$ cat src/rtl/peri_spi_host.sv
// peri_spi_host: Wishbone responder driving an SPI device as controller.
// SPI mode 0, MSB first, 8-bit frames, software-controlled chip select.
module peri_spi_host #(
    parameter int          AddrW    = 4,
    parameter int          DataW    = 8,
    parameter int unsigned DivReset = 1
) (
    input  logic             clk_i,
    input  logic             rst_ni,
    input  logic             wb_we_i,
    input  logic [AddrW-1:0] wb_adr_i,
    input  logic [DataW-1:0] wb_dat_i,
    input  logic             wb_stb_i,
    output logic [DataW-1:0] wb_dat_o,
    output logic             wb_ack_o,
    output logic             spi_sck_o,
    output logic             spi_csn_o,
    output logic             spi_sd_o,
    input  logic             spi_sd_i
);

    typedef enum logic [1:0] {
        ST_IDLE,
        ST_LOW,
        ST_HIGH
    } state_t;

    state_t r_state;
    state_t w_state_nxt;

    logic             r_ack;
    logic [DataW-1:0] r_dat;
    logic [7:0]       r_div;
    logic [7:0]       r_div_lat;
    logic [7:0]       r_cnt;
    logic [7:0]       r_tx;
    logic [7:0]       r_rx_sh;
    logic [7:0]       r_rx_data;
    logic [2:0]       r_bit;
    logic             r_rx_valid;
    logic             r_overrun;
    logic             r_cs_en;

    logic             w_acc;
    logic             w_wr;
    logic             w_rd;
    logic             w_sel_data;
    logic             w_sel_stat;
    logic             w_sel_div;
    logic             w_sel_ctrl;
    logic             w_busy;
    logic             w_tick;
    logic             w_start;
    logic             w_rise;
    logic             w_fall;
    logic             w_done;
    logic [DataW-1:0] w_rdata;

    assign w_acc      = wb_stb_i & ~r_ack;
    assign w_wr       = w_acc & wb_we_i;
    assign w_rd       = w_acc & ~wb_we_i;
    assign w_sel_data = (wb_adr_i == AddrW'(0));
    assign w_sel_stat = (wb_adr_i == AddrW'(1));
    assign w_sel_div  = (wb_adr_i == AddrW'(2));
    assign w_sel_ctrl = (wb_adr_i == AddrW'(3));
    assign w_busy     = (r_state != ST_IDLE);
    assign w_tick     = (r_cnt == r_div_lat);
    assign w_start    = w_wr & w_sel_data & ~w_busy;

    assign wb_ack_o  = r_ack;
    assign wb_dat_o  = r_dat;
    assign spi_sck_o = (r_state == ST_HIGH);
    assign spi_csn_o = ~r_cs_en;
    assign spi_sd_o  = r_tx[7];

    // Read mux: register contents as seen in the access cycle.
    always_comb begin
        w_rdata = '0;
        if (w_sel_data) begin
            w_rdata = DataW'(r_rx_data);
        end else if (w_sel_stat) begin
            w_rdata = DataW'({r_overrun, r_rx_valid, w_busy});
        end else if (w_sel_div) begin
            w_rdata = DataW'(r_div);
        end else if (w_sel_ctrl) begin
            w_rdata = DataW'(r_cs_en);
        end
    end

    // Frame state register.
    always_ff @(posedge clk_i) begin
        if (!rst_ni) begin
            r_state <= ST_IDLE;
        end else begin
            r_state <= w_state_nxt;
        end
    end

    // Next state plus SCK edge strobes; a frame ends on the 8th falling edge.
    always_comb begin
        w_state_nxt = r_state;
        w_rise      = 1'b0;
        w_fall      = 1'b0;
        w_done      = 1'b0;
        unique case (r_state)
            ST_IDLE: begin
                if (w_start) begin
                    w_state_nxt = ST_LOW;
                end
            end
            ST_LOW: begin
                if (w_tick) begin
                    w_rise      = 1'b1;
                    w_state_nxt = ST_HIGH;
                end
            end
            ST_HIGH: begin
                if (w_tick) begin
                    w_fall = 1'b1;
                    if (r_bit == 3'd7) begin
                        w_done      = 1'b1;
                        w_state_nxt = ST_IDLE;
                    end else begin
                        w_state_nxt = ST_LOW;
                    end
                end
            end
            default: begin
                w_state_nxt = ST_IDLE;
            end
        endcase
    end

    // Shift datapath: divider, bit counter, tx/rx shift registers.
    always_ff @(posedge clk_i) begin
        if (!rst_ni) begin
            r_div_lat <= '0;
            r_cnt     <= '0;
            r_bit     <= '0;
            r_tx      <= '0;
            r_rx_sh   <= '0;
        end else if (w_start) begin
            r_div_lat <= r_div;
            r_cnt     <= '0;
            r_bit     <= '0;
            r_tx      <= wb_dat_i[7:0];
        end else if (w_busy) begin
            r_cnt <= w_tick ? 8'd0 : r_cnt + 8'd1;
            if (w_rise) begin
                r_rx_sh <= {r_rx_sh[6:0], spi_sd_i};
            end
            if (w_fall) begin
                r_tx <= {r_tx[6:0], 1'b0};
                if (!w_done) begin
                    r_bit <= r_bit + 3'd1;
                end
            end
        end
    end

    // Bus side: ack, read data and software-visible registers.
    always_ff @(posedge clk_i) begin
        if (!rst_ni) begin
            r_ack      <= 1'b0;
            r_dat      <= '0;
            r_div      <= 8'(DivReset);
            r_cs_en    <= 1'b0;
            r_rx_data  <= '0;
            r_rx_valid <= 1'b0;
            r_overrun  <= 1'b0;
        end else begin
            r_ack <= w_acc;
            r_dat <= w_rd ? w_rdata : '0;
            if (w_wr && w_sel_div) begin
                r_div <= wb_dat_i[7:0];
            end
            if (w_wr && w_sel_ctrl) begin
                r_cs_en <= wb_dat_i[0];
            end
            if (w_done) begin
                r_rx_data  <= r_rx_sh;
                r_rx_valid <= 1'b1;
            end else if (w_rd && w_sel_data) begin
                r_rx_valid <= 1'b0;
            end
            if (w_wr && w_sel_data && w_busy) begin
                r_overrun <= 1'b1;
            end else if (w_wr && w_sel_stat && wb_dat_i[2]) begin
                r_overrun <= 1'b0;
            end
        end
    end

endmodule

$ cat config.mk
export PLATFORM = sky130hd
export DESIGN_NAME = peri_spi_host
export DESIGN_NICKNAME = d
export VERILOG_FILES = /design/src/rtl/peri_spi_host.sv
export SDC_FILE = /design/constraint.sdc
export NUM_CORES = 1
export LEC_CHECK = 0
export CAP_MARGIN = 10
export CORE_MARGIN = 2
export CORE_UTILIZATION = 50
export DETAILED_ROUTE_END_ITERATION = 8
export PLACE_DENSITY = 0.74
export SLEW_MARGIN = 20
export SYNTH_ARGS = -nofsm -noshare
export SYNTH_HDL_FRONTEND = slang
export SYNTH_SLANG_ARGS = --single-unit
$ cat constraint.sdc
create_clock -name clk_i -period 1.8 [get_ports clk_i]
set_clock_uncertainty 0.1 [all_clocks]
set_input_delay 0.36 -clock clk_i [delete_from_list [all_inputs] [get_ports clk_i]]
set_output_delay 0.36 -clock clk_i [all_outputs]
set_load 0.1 [all_outputs]
# After elaboration in Yosys (flattened, before gate mapping)
# Index checks and enable logic that the tools add are counted.
[totals] memories=0 input_bits=17 ram_bits=0 latch_bits=0 wordCells=80 output_inout_bits=12 register_bits=65 rom_bits=0
[op_classes] muxes=23 multipliers=0 n_div=0 n_reduce_logical=20 eq_ne=10 bitwise=12 n_shift=0 addsub=2 order_cmp=0
[ops] op="8-bit 2-to-1 mux" count=7
[ops] op="1-bit 2-to-1 mux" count=12
[ops] op="2-bit nonzero test" count=5
[ops] op="3-bit AND reduction" count=3
[ops] op="8-bit by 1-bit adder with 8-bit output (second input constant)" count=1
[ops] op="4-bit by 2-bit == test with 1-bit output (second input constant)" count=2
[ops] op="8-bit == test" count=1
[ops] op="1-bit logical AND" count=7
[ops] op="1-bit NOT" count=7
[ops] op="2-bit 2-to-1 mux" count=3
[ops] op="2-bit case mux with 3 select lines" count=1
[ops] op="1-bit AND" count=5
[ops] op="4-bit by 1-bit == test with 1-bit output (second input constant)" count=1
[ops] op="4-bit logical NOT" count=1
[ops] op="2-bit != test (second input constant)" count=2
[ops] op="2-bit AND reduction" count=2
[ops] op="3-bit by 1-bit adder with 3-bit output (second input constant)" count=1
[ops] op="3-bit == test (second input constant)" count=1
[ops] op="2-bit by 1-bit == test with 1-bit output (second input constant)" count=1
[ops] op="2-bit == test (second input constant)" count=1
[ops] op="2-bit logical NOT" count=1
[ops] op="2-bit by 1-bit != test with 1-bit output (second input constant)" count=1
[ops] op="2-bit OR reduction" count=1

# Longest topological paths before layout
[logic_depth] depth_word=7 mapped_depth=7 ltp_nobuf=6

# Worst setup path before layout
# OpenSTA, ideal clock, no wires.
[synth_timing] path_type="flip-flop to flip-flop" from="reg r_ack, in the netlist wb_ack_o" to="reg r_tx[0]" stages_incl_launch_ff=7 t_required_ns=1.585 n_path_buf=1 setup_ns=0.115 slack_ns=-0.268 period_less_slack_ns=2.068 arrival_time_ns=1.853 cell_sequence="dfxtp_1 and3b_1 and3_1 buf_2 nand2_1 o21ai_0 and2_1"
[synth_between] elab_chain_cells=7 word_cells_on_any_way=9 classes_between="1 x mux; 5 x bitwise; 3 x reduce/logical"
[synth_lines] item="start, declared" line_no="31" rtl="logic r_ack;"
[synth_lines] item="start signal, assigned" line_no="172" rtl="r_ack <= w_acc;"
[synth_lines] item="1-bit NOT *" line_no="59" rtl="assign w_acc = wb_stb_i & ~r_ack;"
[synth_lines] item="1-bit AND *" line_no="59"
[synth_lines] item="1-bit AND *" line_no="60" rtl="assign w_wr = w_acc & wb_we_i;"
[synth_lines] item="1-bit AND * (2 in a row)" line_no="68" rtl="assign w_start = w_wr & w_sel_data & ~w_busy;"
[synth_lines] item="2-bit nonzero test (no line)"
[synth_lines] item="2-bit AND reduction (no line)"
[synth_lines] item="end signal, assigned" line_no="146" rtl="r_tx <= wb_dat_i[7:0];"
[synth_lines] item="end signal, assigned" line_no="153" rtl="r_tx <= {r_tx[6:0], 1'b0};"
[synth_lines] item="end, declared" line_no="36" rtl="logic [7:0] r_tx;"
# Every way passes the cells marked *; elsewhere a longest branch is shown, timed or not.
# A chain may end at the register's enable or synchronous reset.

# Final worst setup path
[layout_timing] from="in wb_adr_i[0]" to="reg r_tx[5]"
[layout_between] elab_chain_cells=5 word_cells_on_any_way=7 classes_between="1 x mux; 2 x bitwise; 4 x reduce/logical"
[layout_lines] item="start, declared" line_no="11" rtl="input logic [AddrW-1:0] wb_adr_i,"
[layout_lines] item="4-bit logical NOT *" line_no="62" rtl="assign w_sel_data = (wb_adr_i == AddrW'(0));"
[layout_lines] item="1-bit AND * (2 in a row)" line_no="68"
[layout_lines] item="2-bit nonzero test (no line)"
[layout_lines] item="2-bit AND reduction (no line)"
# Marked as above.

==> flow_summary.yaml <==
power_and_ir_drop:
  power.static_leakage_nw: 1.48
  ir_drop_mv: 0.524
  powerDensity_mw_per_mm2: 768
cells_and_area:
  nets: 386
  finish.instance_area_mm2: 0.00375
  antennaDiodeCount: 0
  fin_cells: 443
  seq_area_mm2: 0.00130
  final_common_cell: "dfxtp_1"
  syn_to_final_growth_pct: 31.4
  multi_input_area_mm2: 0.00148
  drive_gt1_share_pct: 19.7
  final_cell_mix: "64 x dfxtp_1, 51 x nand2_1, 34 x mux2i_1"
  fillers: 406
clock_network:
  cts_tree: "yes"
  cts_max_level: 3
  hold_buffers: 0
  path_clk_slew_ns: 0.08
  numCtsBuffers: 9
  clockBufferDepth: 2
  clock_latency_ns: 0.34
  cts_num_sinks: 65
  root_buffer: "clkbuf_8"
global_routing:
  antenna_found_initial: 0
  grt_max_degree: 45
  grt_pass1_vias: 2295
  grtUsageTotal_pct: 21.6
  grt_first_pass_wirelength_mm: 10.4
  use_met3_pct: 4.52
  gr-total-overflow: 0
  met1_usage_pct: 28.3
  grt_util_met2_pct: 33.9
  busiest_layer: "met2"
logic_synthesis:
  synth_cell_types: 43
  synth_cells: 312
  avgSynthCellArea_um2: 9.16
  syn-cell-area_mm2: 0.00286
  synth_nets: 332
  synth_edf_count: 0
  synth_top_flop_cell: "dfxtp_1"
  yosysSeqAreaShare_pct: 45.6
  async_reset_ff_share_pct: 0
  ys_ff_latch: 65
  ys.warnings.count: 0
place:
  place_area_mm2: 0.00353
  place_ws_ns: -0.379
  hpwl_mm: 4.60
  gp_congestion: 0.843
  io_buffers: 28
  dp.cells: 427
timing:
  fin_crit_ns: 1.74
  worst_pin_slew_ns: 0.403
  relSlewSlack_pct: 73.1
  tns_ns: 0
  setup_viol: 0
  maxClockFrequency_mhz: 575
  hold_violations: 0
  timing.final.ws_setup_ns: 0.0609
  period_share_pct: 96.6
  maxSlewViolCount: 0
  grt_setup_unrepaired: "true"
run:
  cap_violations: 0
drt:
  drt_iter0_drc: 175
  wl_mm: 6.44
  vias: 2359
  via_per_inst: 5.33
  remaining_drc_errors: 0
  ant_nets: 0
  wl_per_cell_um: 14.5
  drt_first_pass_iters: 4
critical_path:
  path_max_fanout: 7
  cp.required_ns: 1.93
  rrSetupSlack_ns: 0.07
  worstSetupPathType: "in -> reg"
  start_kind: "input port"
  cp.arrival_ns: 1.87
  endpoint_kind: "register"
min_path:
  min_path_type: "reg -> reg"
floorplan:
  start_util_pct: 51.9
  fp-row-count: 27
  die_h_um: 79.6
  ios: 29
  die_w_um: 79.6
  dieArea_mm2: 0.00633
  core_area_mm2: 0.00551
outcome:
  status: "complete, no violations"
## logic make-up after synthesis
group / count (synthesis) / synth area share, %
and+or+nand+nor: 129 / 23.9
DFF: 65 / 45.6
AOI/OAI and AO/OA: 52 / 11.3
muxes: 34 / 11.9
buffers and inverters: 20 / 3.28
xor gates and xnor gates: 9 / 2.76
adders and majority gates: 3 / 1.31
## power by group
part,switching [mW],internal [mW]
sequential,0.00585,1.44
clock,0.604,0.651
combinational,0.0904,0.0893
## layer usage
layer	vias up	share of wire (%)
met4	0	1.5
met1	1106	45
met2	54	48
li1	1192	-
met3	7	5.4
met5	-	0
## critical path, stage by stage
cell and delay, ns:
clkdlybuf4s50_1 0.48, nor4_4 0.30, nand3_2 0.23, buf_4 0.22
o21ai_0 0.20, a21oi_1 0.06
## path summary, 6_finish.rpt
| kind | cells after the start | from | end |
|---|---|---|---|
| max | 6 | wb_adr_i[0] | r_tx[5]$_SDFFE_PN0P_ |
| min | 2 | r_rx_sh[7]$_SDFFE_PN0P_ | r_rx_data[7]$_SDFFE_PN0P_ |
| max reg2reg | 5 | r_bit[0]$_SDFFE_PP0P_ | r_bit[2]$_SDFFE_PP0P_ |
| min reg2reg | 2 | r_rx_sh[7]$_SDFFE_PN0P_ | r_rx_data[7]$_SDFFE_PN0P_ |
## cell type report
cell class	count	share of cell area, %
multi-input combinational	227	39.5
sequential	65	34.7
timing repair buffer	60	17.8
clock buffer	9	3.30
tap	72	2.40
clock inverter	7	2.07
inverter	3	0.300
## Yosys cell counts (3+ instances only)
master | instances | area [um2]
dfxtp_1 | 65 | 1300
nand2_1 | 51 | 191
mux2i_1 | 34 | 340
nor2b_1 | 17 | 106
a21oi_1 | 15 | 75.1
nor2_1 | 14 | 52.6
o21ai_0 | 12 | 60.1
a21boi_0 | 10 | 75.1
clkbuf_1 | 8 | 30.0
xnor2_1 | 8 | 70.1
a22oi_1 | 7 | 52.6
nand3_1 | 7 | 35.0
nor3_1 | 7 | 35.0
and2_1 | 6 | 37.5
buf_2 | 5 | 25.0
nand2b_1 | 5 | 31.3
nand4_1 | 4 | 25.0
a31oi_1 | 3 | 18.8
buf_4 | 3 | 22.5
ha_1 | 3 | 37.5
inv_1 | 3 | 11.3
## state kept, by name, indices dropped and copies added, names as in the netlist, 2 cells and up
register and flops:
r_bit 3, r_cnt 8, r_div 8, r_div_lat 8
r_rx_data 8, r_rx_sh 8, r_state 2, r_tx 8
wb_dat_o 8
## through the flow
stage | power (mW) | hold slack, ns | util [%]
after floorplan | 1.56 | 0.334 | -
after global placement | 1.66 | 0.343 | 64.1
after detailed placement | 1.66 | 0.353 | 64.1
after CTS | 2.90 | 0.366 | 67.8
after global routing | 2.98 | 0.368 | 68.2
final | 2.88 | 0.367 | 68.2
## repair_timing
action / 4_1_cts / 5_1_grt
endpoints found under the setup margin: 3 / 27
setup buffers: 0 / 0
resized for setup: 2 / 5
Power figures use the tool's default switching activity.
